File: src/rtl/store_pkg.sv
// store_pkg: shared opcodes, access sizes and lane helpers for the store stage
package store_pkg;
    localparam logic [5:0] OP_SB = 6'b101000;
    localparam logic [5:0] OP_SH = 6'b101001;
    localparam logic [5:0] OP_SW = 6'b101011;

    typedef enum logic [1:0] {SZ_B, SZ_H, SZ_W} size_t;

    // Returns {data[31:0], be[3:0]} with the store value replicated onto every lane it may occupy
    function automatic logic [35:0] lane_fmt(input size_t sz, input logic [1:0] lo, input logic [31:0] rt);
        return sz == SZ_B ? {{4{rt[7:0]}}, 4'b0001 << lo} :
               sz == SZ_H ? {{2{rt[15:0]}}, lo[1] ? 4'b1100 : 4'b0011} :
                            {rt, 4'b1111};
    endfunction

    function automatic logic is_misaligned(input size_t sz, input logic [1:0] lo);
        return (sz == SZ_H && lo[0]) || (sz == SZ_W && lo != 2'b00);
    endfunction
endpackage

File: src/rtl/store_fifo.sv
// store_fifo: DEPTH x W synchronous FIFO, async active-low reset
//   i_push/i_pop : requests, ignored when full/empty respectively
//   i_data/o_data: write data / head entry
//   o_full/o_empty/o_count: occupancy status
module store_fifo #(
    parameter int W     = 8,
    parameter int DEPTH = 4,
    localparam int CW   = $clog2(DEPTH + 1),
    localparam int PW   = $clog2(DEPTH)
) (
    input  logic          clk,
    input  logic          rst_n,
    input  logic          i_push,
    input  logic          i_pop,
    input  logic [W-1:0]  i_data,
    output logic [W-1:0]  o_data,
    output logic          o_full,
    output logic          o_empty,
    output logic [CW-1:0] o_count
);
    logic [W-1:0]  r_mem [DEPTH];
    logic [PW-1:0] r_wr, r_rd;
    logic [CW-1:0] r_count;
    logic          w_push, w_pop;

    assign o_full  = r_count == CW'(DEPTH);
    assign o_empty = r_count == '0;
    assign o_count = r_count;
    assign o_data  = r_mem[r_rd];
    assign w_push  = i_push & ~o_full;
    assign w_pop   = i_pop & ~o_empty;

    // DEPTH is a power of two, so the pointers wrap naturally
    always_ff @(posedge clk or negedge rst_n) begin
        if (!rst_n) begin
            for (int i = 0; i < DEPTH; i++) r_mem[i] <= '0;
            r_wr    <= '0;
            r_rd    <= '0;
            r_count <= '0;
        end else begin
            if (w_push) begin
                r_mem[r_wr] <= i_data;
                r_wr        <= r_wr + PW'(1);
            end
            if (w_pop) r_rd <= r_rd + PW'(1);
            r_count <= r_count + CW'(w_push) - CW'(w_pop);
        end
    end
endmodule

File: src/rtl/store_unit.sv
// store_unit: MIPS SB/SH/SW store stage with lane formatting and a drained write buffer
//   instruction/instr_valid/Read_data1/Read_data2: decoded store request and operands
//   store_ready, ALU_result, misaligned: acceptance status, last EA, misalignment pulse
//   MemWrite/mem_addr/Write_data/byte_en/mem_ready: memory write handshake
//   buf_count: buffered stores
module store_unit
    import store_pkg::*;
#(
    parameter int ADDR_W = 32,
    parameter int DEPTH  = 4,
    parameter int CNT_W  = $clog2(DEPTH + 1)
) (
    input  logic              clk,
    input  logic              reset,
    input  logic [31:0]       instruction,
    input  logic              instr_valid,
    input  logic [31:0]       Read_data1,
    input  logic [31:0]       Read_data2,
    output logic              store_ready,
    output logic [ADDR_W-1:0] ALU_result,
    output logic              misaligned,
    output logic              MemWrite,
    output logic [ADDR_W-1:0] mem_addr,
    output logic [31:0]       Write_data,
    output logic [3:0]        byte_en,
    input  logic              mem_ready,
    output logic [CNT_W-1:0]  buf_count
);
    typedef struct packed {
        logic [ADDR_W-1:0] addr;
        logic [31:0]       data;
        logic [3:0]        be;
    } entry_t;

    logic [5:0]        w_op;
    logic              w_is_st, w_mis, w_acc, w_pop, w_full, w_empty, w_unused;
    size_t             w_size;
    logic [ADDR_W-1:0] w_ea;
    logic [35:0]       w_fmt;
    entry_t            w_entry, w_head;
    logic [CNT_W-1:0]  w_count;
    logic [ADDR_W-1:0] r_alu, r_last_addr;
    logic [31:0]       r_last_data;
    logic              r_mis;

    assign w_unused = ^instruction[25:16];
    assign w_op     = instruction[31:26];
    assign w_is_st  = w_op == OP_SB || w_op == OP_SH || w_op == OP_SW;
    assign w_size   = w_op == OP_SB ? SZ_B : w_op == OP_SH ? SZ_H : SZ_W;
    assign w_ea     = ADDR_W'(Read_data1 + {{16{instruction[15]}}, instruction[15:0]});
    assign w_mis    = is_misaligned(w_size, w_ea[1:0]);
    assign w_acc    = instr_valid & store_ready & w_is_st;
    assign w_fmt    = lane_fmt(w_size, w_ea[1:0], Read_data2);
    assign w_entry  = '{addr: {w_ea[ADDR_W-1:2], 2'b00}, data: w_fmt[35:4], be: w_fmt[3:0]};
    assign w_pop    = MemWrite & mem_ready;

    store_fifo #(.W($bits(entry_t)), .DEPTH(DEPTH)) u_fifo (
        .clk    (clk),
        .rst_n  (reset),
        .i_push (w_acc & ~w_mis),
        .i_pop  (w_pop),
        .i_data (w_entry),
        .o_data (w_head),
        .o_full (w_full),
        .o_empty(w_empty),
        .o_count(w_count)
    );

    // Full-check uses the registered count only: a same-cycle pop never frees space for a push
    assign store_ready = ~w_full;
    assign buf_count   = w_count;
    assign ALU_result  = r_alu;
    assign misaligned  = r_mis;
    assign MemWrite    = ~w_empty;
    // An empty buffer keeps showing the last drained address/data with all lanes disabled
    assign mem_addr    = w_empty ? r_last_addr : w_head.addr;
    assign Write_data  = w_empty ? r_last_data : w_head.data;
    assign byte_en     = w_empty ? 4'b0000 : w_head.be;

    always_ff @(posedge clk or negedge reset) begin
        if (!reset) begin
            r_alu       <= '0;
            r_mis       <= 1'b0;
            r_last_addr <= '0;
            r_last_data <= '0;
        end else begin
            r_mis <= w_acc & w_mis;
            if (w_acc) r_alu <= w_ea;
            if (w_pop) begin
                r_last_addr <= w_head.addr;
                r_last_data <= w_head.data;
            end
        end
    end
endmodule

File: config.mk
export PLATFORM = sky130hd
export DESIGN_NAME = store_unit
export DESIGN_NICKNAME = d
export VERILOG_FILES = /design/src/rtl/store_pkg.sv /design/src/rtl/store_fifo.sv /design/src/rtl/store_unit.sv
export SDC_FILE = /design/constraint.sdc
export NUM_CORES = 1
export LEC_CHECK = 0
export CORE_UTILIZATION = 50
export DETAILED_ROUTE_END_ITERATION = 10
export PLACE_DENSITY_LB_ADDON = 0.2
export SLEW_MARGIN = 20
export SYNTH_ARGS = -nofsm -noshare
export SYNTH_HDL_FRONTEND = slang
export SYNTH_SLANG_ARGS = --single-unit
export TNS_END_PERCENT = 50
File: constraint.sdc
create_clock -name clk -period 2.6 [get_ports clk]
set_clock_uncertainty 0.15 [all_clocks]
set_input_delay 0.39 -clock clk [delete_from_list [all_inputs] [get_ports clk]]
set_output_delay 0.39 -clock clk [all_outputs]
set_load 0.05 [all_outputs]
* Word level (Yosys, flattened, before mapping)
Index checks and enable logic that the tools add are counted.
** Cells by class
- Magnitude comparators :: 3
- Eq/ne operators :: 6
- Add/sub/neg operators :: 5
- Reductions and logical operators :: 9
- Bitwise gates (word level) :: 12
- Multiplexer cells :: 14
- Shifts and indexed selects :: 1
** Operators with widths (number)
- bitwise mux 272 bit :: 1
- 2-to-1 mux 68 bit :: 3
- binary-select mux 68 bit (select 2 bit) :: 1
- demux 68 bit (select 2 bit) :: 1
- 2-to-1 mux 36 bit :: 2
- 2-to-1 mux 32 bit :: 2
- adder 32 bit :: 1
- equality test 6 bit (second input constant) :: 3
- 2-to-1 mux 4 bit :: 2
- AND 1 bit :: 7
- greater-or-equal comparator 3 bit (second input constant) :: 2
- inverter 2 -> 3 bit :: 2
- adder 2 x 1 -> 2 bit (second input constant) :: 2
- 2-to-1 mux 2 bit :: 2
- << shifter 1 x 2 -> 4 bit (first input constant) :: 1
- adder 3 x 1 -> 3 bit :: 1
- equality test 3 bit (second input constant) :: 1
- logical AND 1 bit :: 3
- logical NOT 3 bit :: 1
- logical OR 1 bit :: 3
- < comparator 3 x 1 -> 1 bit (second input constant) :: 1
- inverter 1 bit :: 3
- subtractor 3 x 1 -> 3 bit :: 1
- equality test 2 x 1 -> 1 bit (second input constant) :: 1
- other kinds (3) :: 3
** Storage, ports and cells
- Word-level logic and storage cells :: 61
- Register bits after elaboration :: 376
- Input port bits :: 100
- Output and inout port bits :: 106

* Logic depth before layout (Yosys ltp)
Gate-level depths: netlist (run 1).
- Word-level depth :: 11
- Mapped depth :: 12
- Mapped depth without buffers :: 11

* Cells and area by module
A second synthesis (run 1) with hierarchy kept.
** Second synthesis, totals
- Cells, all modules :: 2372
- Area total of the unflattened synthesis :: 25639.6 um2
** Modules (own cells, without submodules)
- store_fifo :: instances 1, sequential area each 6981.7 um2, area each 18871.8 um2, cells an instance 1726
- store_unit :: instances 1, sequential area each 2427.3 um2, area each 6767.7 um2, cells an instance 646

* Worst setup path before layout (run 1)
Ideal clock, no wire load.
- Path kind :: reg2out
- Start :: register u_fifo.r_count[1], in the netlist u_fifo.o_count[1]
- End :: output port byte_en[0]
- Path buffers :: 3
- Data required time :: 2.060 ns
- Setup slack :: -0.491 ns
- Cell stages (with the launch flop) :: 6
- Arrival time :: 2.551 ns
- Path through :: dfrtp_1 or3_1 clkbuf_1 clkbuf_1 clkbuf_1 and2_1
** On the way
- Longest elaborated chain between the ends :: 2
** RTL lines
- start, declared :: RTL line store_fifo.sv:23 : logic [CW-1:0] r_count;
- start signal, assigned :: RTL line store_fifo.sv:46 : r_count <= r_count + CW'(w_push) - CW'(w_pop);
- logical NOT 3 bit :: RTL line store_fifo.sv:27 : assign o_empty = r_count == '0;
- 2-to-1 mux 4 bit :: RTL line store_unit.sv:78 : assign byte_en = w_empty ? 4'b0000 : w_head.be;
- end, declared :: RTL line store_unit.sv:25 : output logic [3:0] byte_en,
No other way between the ends.

* Worst setup path in the final report (run 1)
- Start :: register u_fifo.r_rd[0]
- End :: output port mem_addr[23]
** On the way
- Longest elaborated chain between the ends :: 5
** RTL lines
- start, declared :: RTL line store_fifo.sv:22 : logic [PW-1:0] r_wr, r_rd;
- start signal, assigned :: RTL line store_fifo.sv:45 : if (w_pop) r_rd <= r_rd + PW'(1);
- inverter 2 -> 3 bit (not written as such) :: RTL line store_fifo.sv:29 : assign o_data = r_mem[r_rd];
- binary-select mux 68 bit (select 2 bit) :: RTL line store_fifo.sv:29
- 2-to-1 mux 68 bit (not written as such) (2 in a row) :: RTL line store_fifo.sv:29
- 2-to-1 mux 32 bit :: RTL line store_unit.sv:76 : assign mem_addr = w_empty ? r_last_addr : w_head.addr;
- end, declared :: RTL line store_unit.sv:23 : output logic [ADDR_W-1:0] mem_addr,
No other way between the ends. The select of a mux whose other input is x is not followed.

==> flow_metrics.py, run 1 <==
metrics = {
    "drt": {
        "top_layer": "met4",
        "drt_first_pass_iters": 4,
        "met2WireLength_mm": 24.8,
        "wl_met3_mm": 2.47,
        "drt-total-wl_mm": 49.0,
        "drtIter0Drc": 712,
        "antenna_left": 0,
        "met1_length_mm": 20.4,
        "wire_per_inst_um": 20.5,
        "routed_via_density": 5.63,
        "drc_errors": 0,
        "vias": 13454,
    },
    "critical_path": {
        "ff2ff_setup_slack_ps": 280,
        "crit_arrival_ps": 2320,
        "r2r-start": "u_fifo.o_count[2]$_DFF_PN0_",
        "r2r_cells": 10,
        "crit_start": "u_fifo.r_rd[0]$_DFFE_PN0P_",
        "path_max_fanout": 6,
        "cp-start-kind": "flop",
        "critPathCaptureType": "output port",
        "cp.required_ps": 2060,
        "reg2reg_to": "u_fifo.o_count[2]$_DFF_PN0_",
        "critPathKind": "reg2out",
    },
    "yosys": {
        "async_reset_ff_share_pct": 100,
        "ys_warn_count": 0,
        "synth_edf_count": 0,
        "yosys.cell_types.count": 67,
        "synth_top_area_share_pct": 51.4,
        "yosysTopAreaCell": "dfrtp_1",
        "syn_inst": 1558,
        "synth_area_leaders": "dfrtp_1 51%, mux2_2 12%, mux4_2 8.3%",
        "seq_area_frac_synth_pct": 51.4,
        "post_synth.cell_area_avg_um2": 11.4,
        "synth_ff_type": "dfrtp_1",
        "synthesis.area_um2": 17800,
        "synth-seq-cells": 366,
    },
    "floorplan": {
        "fp.dieW_um": 191,
        "design.portCount": 206,
        "row_count": 68,
        "core-area_um2": 34800,
        "die_h_um": 191,
        "die_area_um2": 36400,
        "initial_utilization_pct": 51.2,
    },
    "pwr": {
        "swShare_pct": 35.3,
        "internal-power_uw": 13100,
        "seqPwrFrac_pct": 34.7,
        "p_switching_uw": 7170,
        "clkPwrFrac_pct": 27.0,
        "p_leak_uw": 0.0119,
        "p_comb_share_pct": 38.3,
        "powerDensity_nw_per_um2": 833,
        "peakVddDrop_v": 0.000881,
    },
    "status": {
        "violations": "setup timing",
        "status": "complete, but fails checks",
    },
    "final_layout": {
        "area_delta_synth_final_pct": 36.8,
        "layout_commonest_cell": "nand2_1",
        "fin_nets": 2046,
        "finalInstanceArea_um2": 24400,
        "layout.cells.most_common_list": "365 x nand2_1, 361 x dfrtp_1, 160 x buf_4",
        "drive_above_1_share_pct": 35.8,
        "diodes": 0,
        "final-instance-count-excl-fill": 2390,
    },
    "sta": {
        "worst_pin_slew_ps": 933,
        "hold_viol": 0,
        "period_share_pct": 110,
        "slew_headroom_pct": 37.8,
        "drv_slew": 0,
        "rsz0062_at_grt": "yes",
        "setup_viol": 66,
        "finalSetupTns_ps": -13440,
        "min_period_ps": 2860,
        "setup_slack_ps": -261,
        "fmax_mhz": 350,
    },
    "placement": {
        "place_area_um2": 21900,
        "placed_cells": 2301,
        "hpwl_mm": 32.6,
        "port_buffers": 193,
        "place.gp.congestion": 0.897,
    },
    "clock_tree": {
        "ctsRootBufferMaster": "clkbuf_16",
        "worstSkewPairLatency_ps": 530,
        "numCtsBuffers": 40,
        "cts_sinks": 366,
        "cts_tree": "built",
        "cts_max_level": 2,
        "path_clk_slew_ps": 60,
        "clock_path_buffers": 3,
    },
    "job": {
        "drv_cap": 0,
    },
    "global_route": {
        "grtUsageTotal_pct": 27.4,
        "grt_start_max_net_pins": 69,
        "grt_overflow": 0,
        "grt_antenna_before_repair": 0,
        "first_global_vias": 14016,
        "grt_pass1_wl_mm": 76.8,
    },
    "worst_hold_path": {
        "hp-class": "in2async",
    },
}
-- metrics by stage --
| step | hold slack, ps | utilization [%] | setup WS [ps] | power [uW] |
|---|---|---|---|---|
| 2_1_floorplan | -55.6 | - | -88.4 | 11300 |
| 3_3_place_gp | 234 | 62.9 | -775 | 13900 |
| 3_5_place_dp | 231 | 62.9 | -816 | 14000 |
| 4_1_cts | 272 | 69.1 | -280 | 20300 |
| 5_1_grt | 314 | 70.0 | -303 | 21100 |
| 6_report | 264 | 70.0 | -261 | 20300 |
-- routing by layer --
layer  global-route usage (%)  vias to the layer above
li1                         -                     6159
met4                     8.92                        0
met1                     35.8                     6862
met3                     3.77                       72
met2                     46.8                      361
met5                        0                        -
-- worst max-delay path: stages (launching register included) --
cell and delay (ps):
dfrtp_4 510, buf_12 150, buf_16 140, mux4_2 540
mux2_4 290, buf_8 150
-- power by group through the flow --
stage	Sequential [uW]	Clock (uW)	Combinational, uW
4_1_cts	7020	5580	7710
5_1_grt	7120	5790	8200
2_1_floorplan	7780	0	3570
3_3_place_gp	7060	0	6790
3_5_place_dp	7090	0	6890
6_report	7040	5490	7770
-- registers in the layout, indices dropped and copies added (netlist names) --
register,cells
u_fifo.r_mem,264
ALU_result,32
u_fifo.r_rd,2
r_last_addr,30
r_last_data,32
u_fifo.r_wr,2
misaligned,1
u_fifo.o_count,3
-- timing repair --
item | in CTS | in global routing
endpoints found under the setup margin | 259 | 159
resized for setup | 178 | 63
hold endpoints to repair | 60 | 0
gates cloned | 4 | 0
hold buffers | 1 | 0
pin swaps | 21 | 24
setup buffers | 12 | 5
-- cell usage after synthesis (3+ instances only) --
library cell	instances
nand2_1	371
dfrtp_1	366
mux2_2	189
o21ai_0	152
clkbuf_1	81
mux4_2	66
ha_1	37
nor2_1	31
a21oi_1	26
mux2i_1	25
inv_1	17
o21ai_1	17
xnor2_1	17
a21o_1	16
mux2_1	15
o31ai_1	14
xor2_1	10
buf_2	8
nand3_1	8
nor3_1	8
buf_1	7
and2_1	6
o21a_1	6
nand4_1	5
o21bai_1	4
xnor2_2	4
a21oi_2	3
nor2b_1	3
-- area by class of cell --
type | count | area [um^2]
sequential | 366 | 9170
timing repair buffer | 404 | 4320
clock inverter | 7 | 67.6
tap | 455 | 569
multi-input combinational | 1077 | 8970
clock buffer | 63 | 1200
inverter | 18 | 75.1
fill | 2463 | 10400
-- worst max-delay path by stage --
| stage | to | slack (ps) |
|---|---|---|
| after floorplan | u_fifo.o_count[2]$_DFF_PN0_ | -90 |
| after global placement | ALU_result[14]$_DFFE_PN0P_ | -780 |
| final | mem_addr[23] | -260 |
| after global routing | mem_addr[14] | -300 |
| after CTS | mem_addr[4] | -280 |
| after detailed placement | u_fifo.r_mem[62]$_DFFE_PN0P_ | -820 |
-- kinds of logic after synthesis --
kind of cell / Yosys count / share of synthesized area, %
buf+inv: 116 / 2.54
other cells: 1 / 0.0210
mux: 295 / 22.6
simple gates: 446 / 10.0
compound gates: 264 / 8.89
xor+xnor: 31 / 1.69
fa+ha+maj: 39 / 2.82
flops: 366 / 51.4
Power figures use the tool's default switching activity.
==> inputs of run 2 (changes only) <==
--- a/config.mk
+++ b/config.mk
@@ -6,9 +6,10 @@
 export NUM_CORES = 1
 export LEC_CHECK = 0
 export CORE_UTILIZATION = 50
+export CTS_BUF_LIST = sky130_fd_sc_hd__clkbuf_8
 export DETAILED_ROUTE_END_ITERATION = 10
 export PLACE_DENSITY_LB_ADDON = 0.2
-export SLEW_MARGIN = 20
+export SLEW_MARGIN = 30
 export SYNTH_ARGS = -nofsm -noshare
 export SYNTH_HDL_FRONTEND = slang
 export SYNTH_SLANG_ARGS = --single-unit
==> flow_metrics.py, run 2 (same netlist as run 1, synthesis figures left out) <==
metrics = {
    "final_layout": {
        "layout_commonest_cell": "nand2_1",
        "largest_reg_flops": 264,
        "area_delta_synth_final_pct": 35.0,
        "drive_above_1_share_pct": 35.7,
        "largest-register": "u_fifo.r_mem",
        "layout.cells.most_common_list": "366 x nand2_1, 361 x dfrtp_1, 157 x buf_4",
        "fin_nets": 2058,
        "diodes": 0,
        "n_fill_cell": 2561,
    },
    "critical_path": {
        "worst-path-buf-inv": 3,
        "critPathCaptureType": "output port",
        "critPathKind": "reg2out",
        "crit_path_max_incr_delay_ps": 540,
        "critical_path.top_delay_family": "multiplexers",
        "crit_arrival_ps": 2410,
        "cp.required_ps": 2060,
        "cp_slowest_cell": "mux4_2",
        "cp-start-kind": "flop",
        "crit_path_cell_trace": "buf_12 -> buf_16 -> mux4_2 -> mux2_4 -> buf_8",
        "path_max_fanout": 6,
    },
    "pwr": {
        "p_leak_uw": 0.0119,
        "powerDensity_nw_per_um2": 820,
        "finalPower_uw": 19700,
        "peakVddDrop_v": 0.000755,
    },
    "global_route": {
        "grt_pass1_wl_mm": 75.6,
        "grt_antenna_before_repair": 0,
        "first_global_vias": 13934,
        "grt_overflow": 0,
        "grtUsageTotal_pct": 26.9,
        "grt_start_max_net_pins": 69,
    },
    "drt": {
        "drc_errors": 0,
        "drt-total-wl_mm": 48.0,
        "wire_per_inst_um": 19.8,
        "routed_via_density": 5.54,
        "antenna_left": 0,
        "drt_first_pass_iters": 5,
        "drtIter0Drc": 763,
        "vias": 13414,
    },
    "clock_tree": {
        "cts_tree": "built",
        "path_clk_slew_ps": 70,
        "numCtsBuffers": 60,
        "cts_max_level": 2,
        "clock_path_buffers": 3,
        "ctsRootBufferMaster": "clkbuf_8",
        "worstSkewPairLatency_ps": 620,
        "cts_sinks": 366,
    },
    "sta": {
        "setup_viol": 76,
        "rsz0062_at_grt": "yes",
        "hold_viol": 0,
        "fmax_mhz": 339,
        "setup_slack_ps": -350,
        "min_period_ps": 2950,
        "worst_pin_slew_ps": 931,
        "period_share_pct": 113,
        "drv_slew": 0,
        "slew_headroom_pct": 38.0,
    },
    "placement": {
        "hpwl_mm": 32.6,
        "port_buffers": 193,
        "place_ws_ps": -816,
        "place.gp.congestion": 0.897,
    },
    "status": {
        "status": "complete, but fails checks",
        "violations": "setup timing",
    },
    "floorplan": {
        "design.portCount": 206,
        "core-area_um2": 34800,
        "fp.dieW_um": 191,
        "row_count": 68,
        "initial_utilization_pct": 51.2,
        "die_area_um2": 36400,
        "die_h_um": 191,
    },
    "worst_hold_path": {
        "hp-class": "in2async",
    },
    "job": {
        "drv_cap": 0,
    },
}
[run 2: power by group]
| group | internal (uW) | leakage (uW) | switching, uW | total (uW) |
|---|---|---|---|---|
| clock network | 2850 | 0.000732 | 2340 | 5190 |
| registers | 6480 | 0.00500 | 548 | 7030 |
| logic | 3230 | 0.00612 | 4290 | 7520 |
| total | 12600 | 0.0119 | 7180 | 19700 |
[run 2: cell type report]
class | instances | area [um^2] | area share, %
clock inverters | 30 | 165 | 0.686
clock buffers | 80 | 1100 | 4.58
inverters | 18 | 75.1 | 0.312
repair buffers | 396 | 4190 | 17.4
well taps | 455 | 569 | 2.37
multi-input cells | 1077 | 8790 | 36.5
flip-flops and latches | 366 | 9170 | 38.1
[run 2: metal layers]
layer | vias up | track usage, % | part of all wire, %
li1 | 6195 | - | -
met1 | 6793 | 35.5 | 43
met2 | 350 | 45.7 | 50
met3 | 76 | 4.14 | 5.2
met4 | 0 | 8.25 | 2.6
met5 | - | 0 | 0
[run 2: per-stage QoR]
| stage | cells | cell area (um^2) | TNS [ps] | hold WS, ps | utilization, % |
|---|---|---|---|---|---|
| CTS | 2422 | 23800 | -22070 | 158 | 68.5 |
| floorplan | 1559 | 17900 | -334 | -55.6 | - |
| global route | 2422 | 24100 | -25590 | 187 | 69.1 |
| detailed placement | 2301 | 21900 | -171220 | 231 | 62.9 |
| global placement | 2301 | 21900 | -171050 | 234 | 62.9 |
| finish | 2422 | 24100 | -19340 | 153 | 69.1 |
[run 2: what timing repair did]
item,in CTS,in global routing
hold buffers,1,0
setup buffers,7,1
setup endpoints to repair,152,153
gates cloned,3,0
gates resized for setup,143,44
endpoints found under the hold margin,65,0
pin swaps,12,20
[run 2: path summary, 6_finish.rpt]
path | from | end | slack [ps] | cells past startpoint
max in group asynchronous | reset | u_fifo.r_mem[198]$_DFFE_PN0P_ | 1210 | 3
worst min register to register | u_fifo.r_mem[268]$_DFFE_PN0P_ | u_fifo.r_mem[268]$_DFFE_PN0P_ | 330 | 2
worst max register to register | u_fifo.o_count[2]$_DFF_PN0_ | u_fifo.o_count[2]$_DFF_PN0_ | 280 | 10
min in group clk | u_fifo.r_mem[268]$_DFFE_PN0P_ | u_fifo.r_mem[268]$_DFFE_PN0P_ | 330 | 2
worst min-delay path | reset | r_last_data[20]$_DFFE_PN0P_ | 150 | 2
worst max-delay path | u_fifo.r_rd[0]$_DFFE_PN0P_ | mem_addr[23] | -350 | 5
==> inputs of run 3 (changes only) <==
--- a/config.mk
+++ b/config.mk
@@ -5,9 +5,10 @@
 export SDC_FILE = /design/constraint.sdc
 export NUM_CORES = 1
 export LEC_CHECK = 0
-export CORE_UTILIZATION = 50
+export CORE_UTILIZATION = 24
 export CTS_BUF_LIST = sky130_fd_sc_hd__clkbuf_8
 export DETAILED_ROUTE_END_ITERATION = 10
+export MAX_ROUTING_LAYER = met4
 export PLACE_DENSITY_LB_ADDON = 0.2
 export SLEW_MARGIN = 30
 export SYNTH_ARGS = -nofsm -noshare
==> flow_metrics.py, run 3 (same netlist as run 1, synthesis figures left out) <==
metrics = {
    "final_layout": {
        "area_delta_synth_final_pct": 41.7,
        "fin_nets": 2096,
        "layout_commonest_cell": "nand2_1",
        "utilization_pct": 34.5,
        "drive_above_1_share_pct": 36.5,
        "n_fill_cell": 7324,
        "largest-register": "u_fifo.r_mem",
        "layout.cells.most_common_list": "366 x nand2_1, 361 x dfrtp_1, 186 x buf_4",
        "largest_reg_flops": 264,
        "finalInstanceArea_um2": 25200,
    },
    "job": {
        "drv_cap": 0,
    },
    "sta": {
        "setup_viol": 67,
        "slew_headroom_pct": 34.8,
        "rsz0062_at_grt": "yes",
        "whs_ps": 168,
        "period_share_pct": 116,
        "setup_slack_ps": -422,
        "worst_pin_slew_ps": 978,
        "drv_slew": 0,
        "fmax_mhz": 331,
        "hold_viol": 0,
        "min_period_ps": 3020,
    },
    "critical_path": {
        "critPathCaptureType": "output port",
        "path_max_fanout": 5,
        "cp.required_ps": 2060,
        "reg2reg_to": "u_fifo.o_count[2]$_DFF_PN0_",
        "cp-start-kind": "flop",
        "crit_arrival_ps": 2480,
        "r2r_cells": 11,
        "ff2ff_setup_slack_ps": 180,
        "r2r-start": "u_fifo.o_count[1]$_DFF_PN0_",
        "critPathKind": "reg2out",
    },
    "floorplan": {
        "die_h_um": 274,
        "fp.dieW_um": 274,
        "design.portCount": 206,
        "initial_utilization_pct": 24.3,
        "core-area_um2": 73200,
        "die_area_um2": 75300,
        "row_count": 99,
    },
    "worst_hold_path": {
        "hp-class": "in2async",
    },
    "clock_tree": {
        "clock_path_buffers": 3,
        "cts_max_level": 3,
        "ctsRootBufferMaster": "clkbuf_8",
        "worstSkewPairLatency_ps": 630,
        "cts_sinks": 366,
        "cts_tree": "built",
        "numCtsBuffers": 69,
        "path_clk_slew_ps": 60,
    },
    "global_route": {
        "grtUsageTotal_pct": 16.3,
        "grt_start_max_net_pins": 64,
        "grt_antenna_before_repair": 1,
        "grt_overflow": 0,
        "first_global_vias": 14270,
        "grt_pass1_wl_mm": 89.3,
    },
    "drt": {
        "met1_length_mm": 27.1,
        "wl_met3_mm": 2.42,
        "drt_first_pass_iters": 8,
        "drt-total-wl_mm": 58.5,
        "vias": 13425,
        "met2WireLength_mm": 27.9,
        "drtIter0Drc": 694,
        "antenna_left": 0,
        "wire_per_inst_um": 19.7,
        "drc_errors": 38,
        "routed_via_density": 4.53,
        "top_layer": "met4",
    },
    "pwr": {
        "powerDensity_nw_per_um2": 846,
        "peakVddDrop_v": 0.000565,
        "finalPower_uw": 21400,
        "p_leak_uw": 0.0120,
    },
    "status": {
        "violations": "DRC, setup timing",
        "status": "complete, but fails checks",
    },
    "placement": {
        "hpwl_mm": 38.8,
        "place_ws_ps": -1010,
        "port_buffers": 193,
        "place_area_um2": 22500,
        "place.gp.congestion": 0.803,
    },
}
## run 3: through the flow
| stage | instances | TNS [ps] |
|---|---|---|
| 2_1_floorplan | 1559 | -334 |
| 3_3_place_gp | 2807 | -216930 |
| 3_5_place_dp | 2807 | -215110 |
| 4_1_cts | 2955 | -27640 |
| 5_1_grt | 2962 | -28740 |
| 6_report | 2963 | -21950 |
## run 3: what timing repair did
| action | CTS | global route |
|---|---|---|
| hold endpoints to repair | 52 | 0 |
| pin swaps | 16 | 10 |
| resized for setup | 170 | 33 |
| hold buffers | 1 | 0 |
| cloned | 9 | 1 |
| setup endpoints to repair | 279 | 151 |
| buffers inserted | 22 | 9 |
## run 3: layout make-up
type | instances | area, um^2 | area share [%]
flip-flops and latches | 366 | 9170 | 36.3
repair buffers | 425 | 4580 | 18.1
multi-input cells | 1077 | 8800 | 34.9
clock buffers | 88 | 1210 | 4.80
well taps | 959 | 1200 | 4.75
clock inverters | 28 | 203 | 0.803
inverters | 18 | 75.1 | 0.297
diodes | 2 | 5.00 | 0.0198
## run 3: worst max path at each step
stage                                      startpoint                     endpoint  slack [ps]  cells after the start
after floorplan           u_fifo.o_count[1]$_DFF_PN0_  u_fifo.o_count[2]$_DFF_PN0_         -90                     12
after global placement                 instruction[0]   ALU_result[26]$_DFFE_PN0P_        -960                     12
after detailed placement               instruction[0]   ALU_result[26]$_DFFE_PN0P_       -1010                     12
after CTS                  u_fifo.r_rd[0]$_DFFE_PN0P_                 mem_addr[16]        -470                      6
after global routing       u_fifo.r_rd[0]$_DFFE_PN0P_                 mem_addr[16]        -500                      6
final                      u_fifo.r_rd[0]$_DFFE_PN0P_                 mem_addr[16]        -420                      6
## run 3: layer usage
layer	global-route usage, %	vias up
met1	21.6	6789
met2	25.6	280
met5	-	-
met4	4.06	0
li1	-	6272
met3	3.02	84
## run 3: critical path: stages, from the launching register on
cell and delay, ps:
dfrtp_4 510, buf_12 150, buf_12 130, buf_16 140
mux4_2 460, mux2_4 300, buf_12 150
## run 3: report_power, final
part	leakage (uW)	switching (uW)	internal (uW)	total, uW
registers	0.00500	475	6490	6970
clock network	0.000795	2520	3320	5840
logic	0.00624	4760	3790	8560
